`config.mk`:
```
export PLATFORM = sky130hd
export DESIGN_NAME = dot_feeder
export DESIGN_NICKNAME = d
export VERILOG_FILES = /design/src/rtl/dot_feeder_pkg.sv /design/src/rtl/dot_feeder_beat_buffer.sv /design/src/rtl/dot_feeder.sv
export SDC_FILE = /design/constraint.sdc
export NUM_CORES = 2
export LEC_CHECK = 0
export ABC_AREA = 1
export CORE_MARGIN = 5
export CORE_UTILIZATION = 45
export DETAILED_ROUTE_END_ITERATION = 8
export DONT_BUFFER_PORTS = 1
export PLACE_DENSITY = 0.61
export SYNTH_ARGS = -nofsm -noshare
export SYNTH_HDL_FRONTEND = slang
export SYNTH_HIERARCHICAL = 1
export SYNTH_SLANG_ARGS = --single-unit
```
`constraint.sdc`:
```
create_clock -name clk -period 27.1 [get_ports clk]
set_clock_uncertainty 0.15 [all_clocks]
set_input_delay 1.355 -clock clk [delete_from_list [all_inputs] [get_ports clk]]
set_output_delay 1.355 -clock clk [all_outputs]
set_load 0.05 [all_outputs]
```
`src/rtl/dot_feeder_pkg.sv`:
```
// Shared widths, burst geometry and FSM encoding for the dot_channel_16 feeder.
package dot_feeder_pkg;

   localparam int unsigned DATA_LEN      = 16;
   localparam int unsigned ELEMS         = 36;
   localparam int unsigned VEC_W         = ELEMS * DATA_LEN;

   localparam int unsigned BEATS_DEF     = 6;
   localparam int unsigned CS_NUM_DEF    = 16;
   localparam int unsigned PHASE_NUM_DEF = 8;

   localparam int unsigned CS_W          = 4;
   localparam int unsigned PHASE_W       = 3;

   typedef enum logic [2:0] {
      ST_IDLE   = 3'd0,
      ST_FILL   = 3'd1,
      ST_PREP   = 3'd2,
      ST_STREAM = 3'd3,
      ST_WAIT   = 3'd4,
      ST_DONE   = 3'd5
   } state_e;

   // Bits needed to hold any value 0..n-1 (at least one bit).
   function automatic int unsigned idx_width(input int unsigned n);
      return (n < 2) ? 1 : $clog2(n);
   endfunction

endpackage

```
`src/rtl/dot_feeder_beat_buffer.sv`:
```
// One-burst register file: synchronous write port, asynchronous read port.
module beat_buffer
   import dot_feeder_pkg::*;
#(
   parameter int unsigned BEATS = BEATS_DEF,
   parameter int unsigned WIDTH = VEC_W,
   parameter int unsigned IDX_W = idx_width(BEATS + 1)
) (
   input  logic             clk,
   input  logic             we,
   input  logic [IDX_W-1:0] wr_idx,
   input  logic [WIDTH-1:0] wd,
   input  logic [IDX_W-1:0] rd_idx,
   output logic [WIDTH-1:0] rd_data
);

   localparam logic [IDX_W-1:0] BEATS_I = IDX_W'(BEATS);

   logic [WIDTH-1:0] mem_q [BEATS];
   logic [WIDTH-1:0] mem_d [BEATS];

   // Next contents: write the addressed slot when enabled and in range.
   always_comb begin
      mem_d = mem_q;
      if (we && (wr_idx < BEATS_I)) begin
         mem_d[wr_idx] = wd;
      end
   end

   // Storage has no reset; contents are only read after a full fill.
   always_ff @(posedge clk) begin
      mem_q <= mem_d;
   end

   // Out-of-range read index returns zero.
   always_comb begin
      rd_data = (rd_idx < BEATS_I) ? mem_q[rd_idx] : '0;
   end

endmodule

```
`src/rtl/dot_feeder.sv`:
```
// Sequencer that fills one burst, streams it to the channel and sweeps all (phase, cs) pairs.
module dot_feeder
   import dot_feeder_pkg::*;
#(
   parameter int unsigned BEATS     = BEATS_DEF,
   parameter int unsigned CS_NUM    = CS_NUM_DEF,
   parameter int unsigned PHASE_NUM = PHASE_NUM_DEF
) (
   input  logic                clk,
   input  logic                rst,
   input  logic                start,
   output logic                busy,
   output logic                done,
   input  logic                in_valid,
   output logic                in_ready,
   input  logic [VEC_W-1:0]    in_data,
   output logic                dc_load,
   output logic                ws_load,
   output logic [CS_W-1:0]     cs,
   output logic [PHASE_W-1:0]  phase,
   output logic [VEC_W-1:0]    d,
   input  logic                ch_valid,
   input  logic [DATA_LEN-1:0] ch_q,
   output logic                out_valid,
   output logic [DATA_LEN-1:0] out_q,
   output logic [CS_W-1:0]     out_cs,
   output logic [PHASE_W-1:0]  out_phase
);

   localparam int unsigned        IDX_W     = idx_width(BEATS + 1);
   localparam logic [IDX_W-1:0]   LAST_BEAT = IDX_W'(BEATS - 1);
   localparam logic [CS_W-1:0]    CS_LAST   = CS_W'(CS_NUM - 1);
   localparam logic [PHASE_W-1:0] PH_LAST   = PHASE_W'(PHASE_NUM - 1);

   state_e               state_q,     state_d;
   logic [IDX_W-1:0]     wr_idx_q,    wr_idx_d;
   logic [IDX_W-1:0]     rd_idx_q,    rd_idx_d;
   logic [CS_W-1:0]      cs_q,        cs_d;
   logic [PHASE_W-1:0]   phase_q,     phase_d;
   logic                 busy_q,      busy_d;
   logic                 done_q,      done_d;
   logic                 in_ready_q,  in_ready_d;
   logic                 dc_load_q,   dc_load_d;
   logic                 ws_load_q,   ws_load_d;
   logic [VEC_W-1:0]     d_q,         d_d;
   logic                 out_valid_q, out_valid_d;
   logic [DATA_LEN-1:0]  out_q_q,     out_q_d;
   logic [CS_W-1:0]      out_cs_q,    out_cs_d;
   logic [PHASE_W-1:0]   out_phase_q, out_phase_d;
   logic                 we;
   logic [VEC_W-1:0]     rd_data;

   beat_buffer #(
      .BEATS (BEATS),
      .WIDTH (VEC_W),
      .IDX_W (IDX_W)
   ) u_buf (
      .clk     (clk),
      .we      (we),
      .wr_idx  (wr_idx_q),
      .wd      (in_data),
      .rd_idx  (rd_idx_d),
      .rd_data (rd_data)
   );

   // FSM next state, index bookkeeping and registered-output targets.
   // Outputs are decoded from state_d so they line up with the state they belong to.
   always_comb begin
      state_d     = state_q;
      wr_idx_d    = wr_idx_q;
      rd_idx_d    = rd_idx_q;
      cs_d        = cs_q;
      phase_d     = phase_q;
      out_valid_d = 1'b0;
      out_q_d     = '0;
      out_cs_d    = '0;
      out_phase_d = '0;
      we          = 1'b0;
      unique case (state_q)
         ST_IDLE: begin
            if (start) begin
               cs_d     = '0;
               phase_d  = '0;
               wr_idx_d = '0;
               state_d  = ST_FILL;
            end
         end
         ST_FILL: begin
            if (in_valid && in_ready_q) begin
               we       = 1'b1;
               wr_idx_d = wr_idx_q + 1'b1;
               if (wr_idx_q == LAST_BEAT) begin
                  state_d = ST_PREP;
               end
            end
         end
         ST_PREP: begin
            rd_idx_d = '0;
            state_d  = ST_STREAM;
         end
         ST_STREAM: begin
            rd_idx_d = rd_idx_q + 1'b1;
            if (rd_idx_q == LAST_BEAT) begin
               state_d = ST_WAIT;
            end
         end
         ST_WAIT: begin
            if (ch_valid) begin
               out_valid_d = 1'b1;
               out_q_d     = ch_q;
               out_cs_d    = cs_q;
               out_phase_d = phase_q;
               wr_idx_d    = '0;
               state_d     = ST_FILL;
               if (cs_q == CS_LAST) begin
                  cs_d = '0;
                  if (phase_q == PH_LAST) begin
                     phase_d = '0;
                     state_d = ST_DONE;
                  end else begin
                     phase_d = phase_q + 1'b1;
                  end
               end else begin
                  cs_d = cs_q + 1'b1;
               end
            end
         end
         ST_DONE: begin
            state_d = ST_IDLE;
         end
         default: begin
            state_d = ST_IDLE;
         end
      endcase
      in_ready_d = (state_d == ST_FILL);
      ws_load_d  = (state_d == ST_PREP) || (state_d == ST_STREAM);
      dc_load_d  = (state_d == ST_STREAM);
      busy_d     = (state_d != ST_IDLE);
      // done trails the DONE state so it lands one cycle after the last result.
      done_d     = (state_q == ST_DONE);
   end

   // Stream data: the slot about to be presented, zero outside STREAM.
   always_comb begin
      d_d = (state_d == ST_STREAM) ? rd_data : '0;
   end

   // State and registered outputs with synchronous reset.
   always_ff @(posedge clk) begin
      if (rst) begin
         state_q     <= ST_IDLE;
         wr_idx_q    <= '0;
         rd_idx_q    <= '0;
         cs_q        <= '0;
         phase_q     <= '0;
         busy_q      <= 1'b0;
         done_q      <= 1'b0;
         in_ready_q  <= 1'b0;
         dc_load_q   <= 1'b0;
         ws_load_q   <= 1'b0;
         d_q         <= '0;
         out_valid_q <= 1'b0;
         out_q_q     <= '0;
         out_cs_q    <= '0;
         out_phase_q <= '0;
      end else begin
         state_q     <= state_d;
         wr_idx_q    <= wr_idx_d;
         rd_idx_q    <= rd_idx_d;
         cs_q        <= cs_d;
         phase_q     <= phase_d;
         busy_q      <= busy_d;
         done_q      <= done_d;
         in_ready_q  <= in_ready_d;
         dc_load_q   <= dc_load_d;
         ws_load_q   <= ws_load_d;
         d_q         <= d_d;
         out_valid_q <= out_valid_d;
         out_q_q     <= out_q_d;
         out_cs_q    <= out_cs_d;
         out_phase_q <= out_phase_d;
      end
   end

   assign busy      = busy_q;
   assign done      = done_q;
   assign in_ready  = in_ready_q;
   assign dc_load   = dc_load_q;
   assign ws_load   = ws_load_q;
   assign cs        = cs_q;
   assign phase     = phase_q;
   assign d         = d_q;
   assign out_valid = out_valid_q;
   assign out_q     = out_q_q;
   assign out_cs    = out_cs_q;
   assign out_phase = out_phase_q;

endmodule
```
==> run_results.csv <==
group,metric,value,unit
run_status,status,"complete, no violations",
clock_tree,cts.clk_slew.worst_paths,60,ps
power,p_leak,74.1,nW
worst_hold_path,hold_depth,0,
worst_setup_path,required,27750,ps
routing,vias,98661,
clock_tree,cts-buffers-inserted,418,
placement,io_buffers,0,
clock_tree,postCtsSetupRepairBufs,0,
global_route,grt_pass1_vias,93566,
power,power_per_cell_area,71.1,nW/um^2
logic_synthesis,synth_cell_types,27,
worst_hold_path,min_path_type,"input port to flip-flop",
logic_synthesis,synth_edf_count,3456,
worst_setup_path,critPathKind,"flip-flop to flip-flop",
logic_synthesis,yosysTopAreaCell,"edfxtp_1",
routing,drt-initial-drc-count,7798,
sta,fmax,122,MHz
logic_synthesis,yosysTopAreaCellShare,64.7,%
global_route,grt_usage,21.8,%
cells_and_area,stdcell_count,19760,
sta,setup_viol,0,
sta,finalHoldViolations,0,
sta,final.setup.tns,0,ps
worst_setup_path,cp.arrival,8810,ps
worst_setup_path,cp_max_fo,147,
clock_tree,cts_tree,"built",
cells_and_area,layout-drive-gt1-share,5.35,%
logic_synthesis,ys_top_cells_by_area,"edfxtp_1 65%, nand2_1 13%, dfxtp_1 7.8%, nand3_1 5.9%, inv_1 4.7%",
logic_synthesis,synthCells,14819,
worst_setup_path,critPathLaunchType,"flip-flop",
floorplan,start_util,45.1,%
worst_setup_path,reg2regPathDepth,21,
floorplan,core_area,355000,um^2
clock_tree,cts_max_path_buffers,4,
floorplan,die_h,607,um
cells_and_area,syn_to_final_growth,10.6,%
logic_synthesis,yosysWarnings,6,
logic_synthesis,ys.flop_type,"edfxtp_1",
logic_synthesis,synth_area,160000,um^2
floorplan,row_count,219,
logic_synthesis,yosysSeqAreaShare,72.5,%
routing,first_pass_iters,6,
cells_and_area,post-route-util,49.9,%
cells_and_area,final_nets,15245,
clock_tree,cts-root-buf,"clkbuf_16",
cells_and_area,n_fill_cell,31008,
sta,final_max_slew_viol_count,0,
clock_tree,ctsHoldBuffers,0,
routing,routed_wl,415000,um
routing,viasPerCell,4.99,
placement,hpwl,243000,um
sta,worst_slew_margin_rel,14.0,%
routing,postRouteAntennaNets,0,
clock_tree,cts_sinks,4077,
placement,placed_cells,18972,
global_route,grt_pass1_wl,612000,um
logic_synthesis,syn_nets,15423,
cells_and_area,final_cell_mix,"5,429 x nand2_1, 3,456 x edfxtp_1, 2,002 x inv_1",
global_route,overflow,0,
sta,fin_hold_ws,327,ps
worst_setup_path,cp-end-kind,"flip-flop",
global_route,grt_max_degree,206,
floorplan,boundaryPins,1209,
routing,routedWlPerCell,21.0,um
floorplan,die-width,607,um
placement,gp_congestion,0.793,
power,vdd_ir_drop_max,58.9,uV
clock_tree,post_cts_resized,0,
run,drv_cap,0,
cells_and_area,mostFrequentLayoutCell,"nand2_1",
logic_synthesis,async_reset_ff_share,0,%
clock_tree,clock_latency,940,ps
sta,finalCriticalPeriod,8170,ps
sta,fin_crit_sh,30.1,%
sta,tightest_slew,1290,ps
sta,rsz0062_at_grt,"false",
floorplan,die_area,368000,um^2
power,finalPower,12.6,mW
logic_synthesis,ys_seq_elements,4077,
routing,drc,0,
clock_tree,h-tree-depth,5,
logic_synthesis,avgSynthCellArea,10.8,um^2
global_route,antenna_found_initial,9,
==> metrics by stage <==
| step | setup slack, ps | instance area (um^2) |
|---|---|---|
| after floorplan | -89.8 | 160000 |
| after global placement | 19120 | 164000 |
| after detailed placement | 19050 | 164000 |
| after CTS | 19020 | 177000 |
| after global routing | 18290 | 177000 |
| final | 18930 | 177000 |
==> final cells by class <==
class,instances,area [um^2],share of cell area [%]
Antenna cell,11,27.5,0.0155
Tap cell,4751,5940,3.35
Sequential cell,4077,116000,65.5
Timing Repair Buffer,158,1400,0.788
Clock inverter,176,1780,1.00
Inverter,2008,7580,4.27
Multi-Input combinational cell,7978,32500,18.3
Clock buffer,601,12000,6.78
==> report_power, final <==
group	internal (mW)	switching, mW	leakage, nW
logic	0.0261	0.0686	31.2
clock network	3.27	2.41	6.78
registers	6.83	0.0112	36.1
==> cells in the mapped netlist (2+ instances only) <==
library cell and instances:
inv_2 4, inv_1 2002, edfxtp_1 3456, dfxtp_1 621, nand2_1 5432, o21ai_0 8, ha_1 7, nor2_1 629
buf_2 427, buf_1 36, or2_2 2, clkbuf_1 136, buf_6 65, buf_4 92, nand3b_1 2, nor3_1 2
nand3_1 1880, a21oi_1 9
==> worst paths after layout <==
kind,from,end,slack (ps)
worst max-delay path,state_q[1]$_SDFF_PP0_,d[124]$_SDFF_PP0_,18930
worst min-delay path,in_data[46],u_buf/mem_q[622]$_DFFE_PP_,330
worst max register to register,state_q[1]$_SDFF_PP0_,d[124]$_SDFF_PP0_,18930
worst min register to register,state_q[1]$_SDFF_PP0_,done$_SDFF_PP0_,360
==> cell families (layout without fill, tap and decap cells) <==
family	Yosys count	after routing	synth area share, %
XOR/XNOR	2	2	0.0109
flip-flops	4077	4077	72.5
other	0	11	0
AO/OA/AOI/OAI	17	17	0.0530
AND/OR/NAND/NOR	7952	7952	20.1
adder cells (fa/ha/maj)	7	7	0.0546
buffers and inverters	2764	2943	7.32
==> state kept, by name (all words and copies together), names as in the netlist <==
register,cells
busy,1
cs,4
d,576
dc_load,1
done,1
in_ready,1
out_cs,4
out_phase,3
out_q,16
out_valid,1
phase,3
rd_idx_q,3
state_q,3
u_buf/mem_q,3456
wr_idx_q,3
ws_load,1
==> critical path, cell delays in order (launching register included) <==
cell and delay (ps):
dfxtp_1 380, inv_2 60, nor2_2 110, inv_1 100
nor2_1 130, inv_1 70, or2_2 310, nand2_4 460
buf_12 470, buf_4 760, buf_4 770, buf_4 840
buf_4 630, buf_4 730, buf_4 870, nand2_1 120
nand3_1 120, nand2_1 70, nand2_1 60, nand2_1 70
inv_1 50, nor2_1 40
==> per-layer routing <==
layer / up-vias / global-route usage (%) / wire length, um / part of all wire (%)
met5: - / 0 / 0 / 0
met1: 47651 / 27.0 / 162000 / 39
met3: 659 / 5.92 / 34500 / 8.3
met4: 0 / 7.91 / 16000 / 3.8
li1: 47270 / - / - / -
met2: 3081 / 36.8 / 203000 / 49
Power figures use the tool's default switching activity.
